File: src/rtl/fwd_history_unit.sv
// Operand forwarding for the X stage: live writeback bypass plus a shift-register
// history of the last DEPTH committed writes, with a saturating forward-hit counter.
module fwd_history_unit #(
  parameter int XLEN    = 32,
  parameter int DEPTH   = 2,
  parameter int NUM_SRC = 2,
  parameter int CNT_W   = 16,
  localparam int LW     = $clog2(DEPTH + 2)
) (
  input  logic                    clk,
  input  logic                    reset_n,
  input  logic                    stall,
  input  logic                    flush,
  input  logic                    wb_valid,
  input  logic [4:0]              wb_rd,
  input  logic [XLEN-1:0]         wb_data,
  input  logic [NUM_SRC*5-1:0]    src_idx,
  input  logic [NUM_SRC*XLEN-1:0] src_rf_data,
  output logic [NUM_SRC*XLEN-1:0] fwd_data,
  output logic [NUM_SRC-1:0]      fwd_hit,
  output logic [NUM_SRC*LW-1:0]   fwd_level,
  output logic [CNT_W-1:0]        hit_count
);

  localparam int PW = $clog2(NUM_SRC + 1);

  logic            r_vld  [DEPTH];
  logic [4:0]      r_rd   [DEPTH];
  logic [XLEN-1:0] r_data [DEPTH];
  logic [CNT_W-1:0] r_cnt;

  logic       w_wb_live;
  logic [4:0] w_idx [NUM_SRC];
  logic [PW-1:0] w_pop;

  function automatic logic [CNT_W-1:0] sat_add(input logic [CNT_W-1:0] a,
                                               input logic [PW-1:0] b);
    logic [CNT_W:0] sum;
    sum = {1'b0, a} + (CNT_W+1)'(b);
    return sum[CNT_W] ? {CNT_W{1'b1}} : sum[CNT_W-1:0];
  endfunction

  // Writes to x0 are never live and never enter the history.
  assign w_wb_live = wb_valid && (wb_rd != 5'd0);

  always_ff @(posedge clk or negedge reset_n) begin
    if (!reset_n) begin
      for (int i = 0; i < DEPTH; i++) begin
        r_vld[i]  <= 1'b0;
        r_rd[i]   <= 5'd0;
        r_data[i] <= '0;
      end
    end else if (flush) begin
      for (int i = 0; i < DEPTH; i++) r_vld[i] <= 1'b0;
    end else if (!stall) begin
      r_vld[0]  <= w_wb_live;
      r_rd[0]   <= wb_rd;
      r_data[0] <= wb_data;
      for (int i = 1; i < DEPTH; i++) begin
        r_vld[i]  <= r_vld[i-1];
        r_rd[i]   <= r_rd[i-1];
        r_data[i] <= r_data[i-1];
      end
    end
  end

  always_comb begin
    for (int s = 0; s < NUM_SRC; s++) w_idx[s] = src_idx[5*s +: 5];
  end

  // Oldest-to-youngest scan so the youngest match overrides; live wb overrides all.
  always_comb begin
    fwd_data  = src_rf_data;
    fwd_level = '0;
    fwd_hit   = '0;
    for (int s = 0; s < NUM_SRC; s++) begin
      for (int k = DEPTH - 1; k >= 0; k--) begin
        if (r_vld[k] && (r_rd[k] == w_idx[s])) begin
          fwd_data[s*XLEN +: XLEN] = r_data[k];
          fwd_level[s*LW +: LW]    = LW'(k + 2);
        end
      end
      if (w_wb_live && (wb_rd == w_idx[s])) begin
        fwd_data[s*XLEN +: XLEN] = wb_data;
        fwd_level[s*LW +: LW]    = LW'(1);
      end
      if (!reset_n || (w_idx[s] == 5'd0)) begin
        fwd_data[s*XLEN +: XLEN] = src_rf_data[s*XLEN +: XLEN];
        fwd_level[s*LW +: LW]    = '0;
      end
      fwd_hit[s] = (fwd_level[s*LW +: LW] != '0);
    end
  end

  always_comb begin
    w_pop = '0;
    for (int s = 0; s < NUM_SRC; s++) w_pop = w_pop + PW'(fwd_hit[s]);
  end

  always_ff @(posedge clk or negedge reset_n) begin
    if (!reset_n)    r_cnt <= '0;
    else if (!stall) r_cnt <= sat_add(r_cnt, w_pop);
  end

  assign hit_count = r_cnt;

endmodule

File: config.mk
export PLATFORM = sky130hd
export DESIGN_NAME = fwd_history_unit
export DESIGN_NICKNAME = d
export VERILOG_FILES = /design/src/rtl/fwd_history_unit.sv
export SDC_FILE = /design/constraint.sdc
export NUM_CORES = 1
export LEC_CHECK = 0
export CAP_MARGIN = 15
export CORE_MARGIN = 2
export CORE_UTILIZATION = 50
export DETAILED_ROUTE_END_ITERATION = 12
export DONT_BUFFER_PORTS = 1
export GPL_ROUTABILITY_DRIVEN = 0
export PLACE_DENSITY = 0.73
export REMOVE_ABC_BUFFERS = 1
export SLEW_MARGIN = 20
export SYNTH_ARGS = -nofsm -noshare
export SYNTH_HDL_FRONTEND = slang
export SYNTH_SLANG_ARGS = --single-unit
File: constraint.sdc
create_clock -name clk -period 5.5 [get_ports clk]
set_input_delay 0.825 -clock clk [delete_from_list [all_inputs] [get_ports clk]]
set_output_delay 0.825 -clock clk [all_outputs]
set_load 0.03 [all_outputs]
==> out/metrics.cfg <==
[drt]
wire_per_inst_um = 22.92
routed_wl_um = 21380
vias_per_cell = 6.713
ant_nets = 0
drcViolationCount = 0
first_iter_violations = 528
vias = 6263
first_pass_iters = 5

[setup_path]
critPathLaunch = wb_rd[1]
r2r-start = r_rd[4]
critPathCapture = fwd_data[63]
rrSetupSlack_ns = 1.32
cp_cell_sequence = or4_1, or2_1, nand3_2, nand2_2, o31ai_1
crit_fanout = 27
start_kind = input port
crit_type = in2out
crit_family = simple AND/OR/NAND/NOR gates
critPathMaxStageDelay_ns = 0.96
critPathArrivalTime_ns = 3.37
crit_required_ns = 4.68
r2r-end = hit_count[15]
cp-end-kind = output pin
reg2reg_depth = 12
crit_buf_inv = 0
critPathSlowestCell = o31ai_1
critical_path_depth = 5

[yosys]
synth_edf_count = 0
async_flop_share_pct = 100.0
yosys_warnings = 0
synth_top_area_cell = dfrtp_1
ys_seq_area_share_pct = 34.09
synth_area_per_cell_um2 = 8.969
synth_cells = 753
synth.most_common_cell = nand2_1
synth_cell_types = 54
synth_common_cells = 101 x nand2_1, 92 x dfrtp_1, 53 x mux2_2, 53 x nor2_1, 50 x o21ai_0
synth.area.top_cells = dfrtp_1 34%, mux2_2 8.8%, nand2_1 5.6%
yosysTopAreaCellShare_pct = 34.09
synth-seq-cells = 92
synth_flop_cell = dfrtp_1
synth_area_um2 = 6754

[clocking]
root_buffer = clkbuf_16
clock_path_buffers = 2
cts_hold_buf = 0
cts_made_buffers = 9
cts_sinks = 92
cts_resized = 0
cts_tree = yes
worstSkewPairLatency_ns = 0.35
clkTransAtPathRegs_ns = 0.06
htree_levels = 3
postCtsSetupRepairBufs = 0

[timing]
maxSlewHeadroom_pct = 28.66
finalHoldViolCount = 0
tightest_slew_ns = 1.053
fmax_mhz = 238.4
fin_skew_ns = 0.003244
fin_tns_setup_ns = 0
setup_viol = 0
finalCritPeriodShare_pct = 76.25
finalMaxSlewViolations = 0
rsz0062_at_grt = no
layout_min_cycle_time_ns = 4.194

[power]
p_per_area_nw_per_um2 = 266.4
power_frac_seq_pct = 45.6
ir_drop_uv = 189.0
p_int_mw = 1.308
p_leak_nw = 2.858
power.switching_mw = 0.6435
finalPower_mw = 1.951
comb_power_share_pct = 23.3
clock_power_share_pct = 31.1
p_sw_share_pct = 32.97

[global_routing]
grt_util_all_layers_pct = 29.13
grt_max_degree = 97
overflow = 0
grt_pass1_vias = 6303
grt_pass1_wl_um = 33060
antenna_found_initial = 0

[floorplan]
core_um2 = 13240
fp.dieW_um = 120.2
start_util_pct = 51.00
chipHeight_um = 120.2
top_level_ports = 202
rows = 42
dieArea_um2 = 14450

[final_layout]
syn2layout_area_growth_pct = 8.447
multi_input_area_um2 = 4035
nets = 870
seq_area_um2 = 2302
n_antenna_cell = 0
fill_cells = 1216
layout-drive-gt1-share_pct = 20.21

[hold_path]
hold_class = in2async

[placement]
portBuffers = 0
hpwl_um = 14170

[run_status]
status = completed

[flow_run]
maxCapViolCount = 0

metal layers:
layer	share of wire, %	GRT usage, %	vias to the layer above
met3	9.9	8.726	30
met2	48	49.11	316
met1	40	35.86	3096
met4	1.5	9.375	0
li1	-	-	2821
met5	0	0	-
sequential cells by signal (all words and copies together) (netlist names):
name       flops
hit_count     16
r_data        64
r_rd          10
r_vld          2
cells in the final DEF (no fill, tap or decap), types with 2 or more instances in the layout:
master and n:
and3_1 7, o21ai_0 50, a21oi_1 3, a2bb2oi_1 30
o211ai_1 38, dfrtp_1 92, clkbuf_1 3, or4_1 3
nor3_1 29, a221oi_2 19, nand4_1 3, and4_1 2
o311ai_1 10, buf_4 52, xnor2_1 22, clkbuf_16 9
nor2_1 52, nand3_1 8, inv_1 25, mux2_2 53
a211oi_1 30, o31ai_1 30, or3_1 5, nand2_1 101
nand4b_1 3, o2bb2ai_1 9, xor2_1 16, a221oi_1 15
clkbuf_8 3, o21a_1 3, and2_1 2, o21ai_1 2
mux2i_1 3
logic make-up (layout without fill, tap and decap cells):
family	count (synthesis)	count (layout)	synth area share (%)
adder cells (fa/ha/maj)	2	2	0.4816
XOR/XNOR	38	38	4.928
multiplexers	56	56	9.281
buffers and inverters	89	93	6.614
AO/OA/AOI/OAI	247	247	29.05
AND/OR/NAND/NOR	229	229	15.56
flip-flops	92	92	34.09
final cells by class:
class,instances,share of cell area (%)
Clock buffer,15,3.792
Inverter,25,1.281
Tap cell,176,3.006
Timing Repair Buffer,52,5.330
Clock inverter,1,0.06833
Sequential cell,92,31.43
Multi-Input combinational cell,572,55.09
per-stage QoR:
stage	cells	hold WS (ns)	cell area, um2	util (%)	setup WS, ns
global route	933	0.1543	7325	55.31	1.119
detailed placement	917	0.5276	7042	53.17	0.9768
floorplan	689	0.4897	6401	-	0.2955
finish	933	0.1650	7325	55.31	1.306
CTS	933	0.1582	7325	55.31	1.294
global placement	917	0.5057	7042	53.17	1.136
power by group through the flow:
stage               clock (mW)  combinational (mW)  sequential, mW
detailed placement           0               0.453           0.900
floorplan                    0               0.354           0.872
global placement             0               0.438           0.891
global route             0.646               0.491           0.902
CTS                      0.617               0.454           0.888
finish                   0.607               0.454           0.890
worst min-delay path by stage:
stage	from	to	slack, ns	depth (start not counted)
floorplan	r_data[45]	r_data[13]	0.49	2
global route	reset_n	r_data[45]	0.15	0
CTS	reset_n	r_data[45]	0.16	0
detailed placement	reset_n	r_data[45]	0.53	0
finish	reset_n	r_data[45]	0.16	0
global placement	r_data[50]	r_data[18]	0.51	2
(Power assumes the default switching activity.)
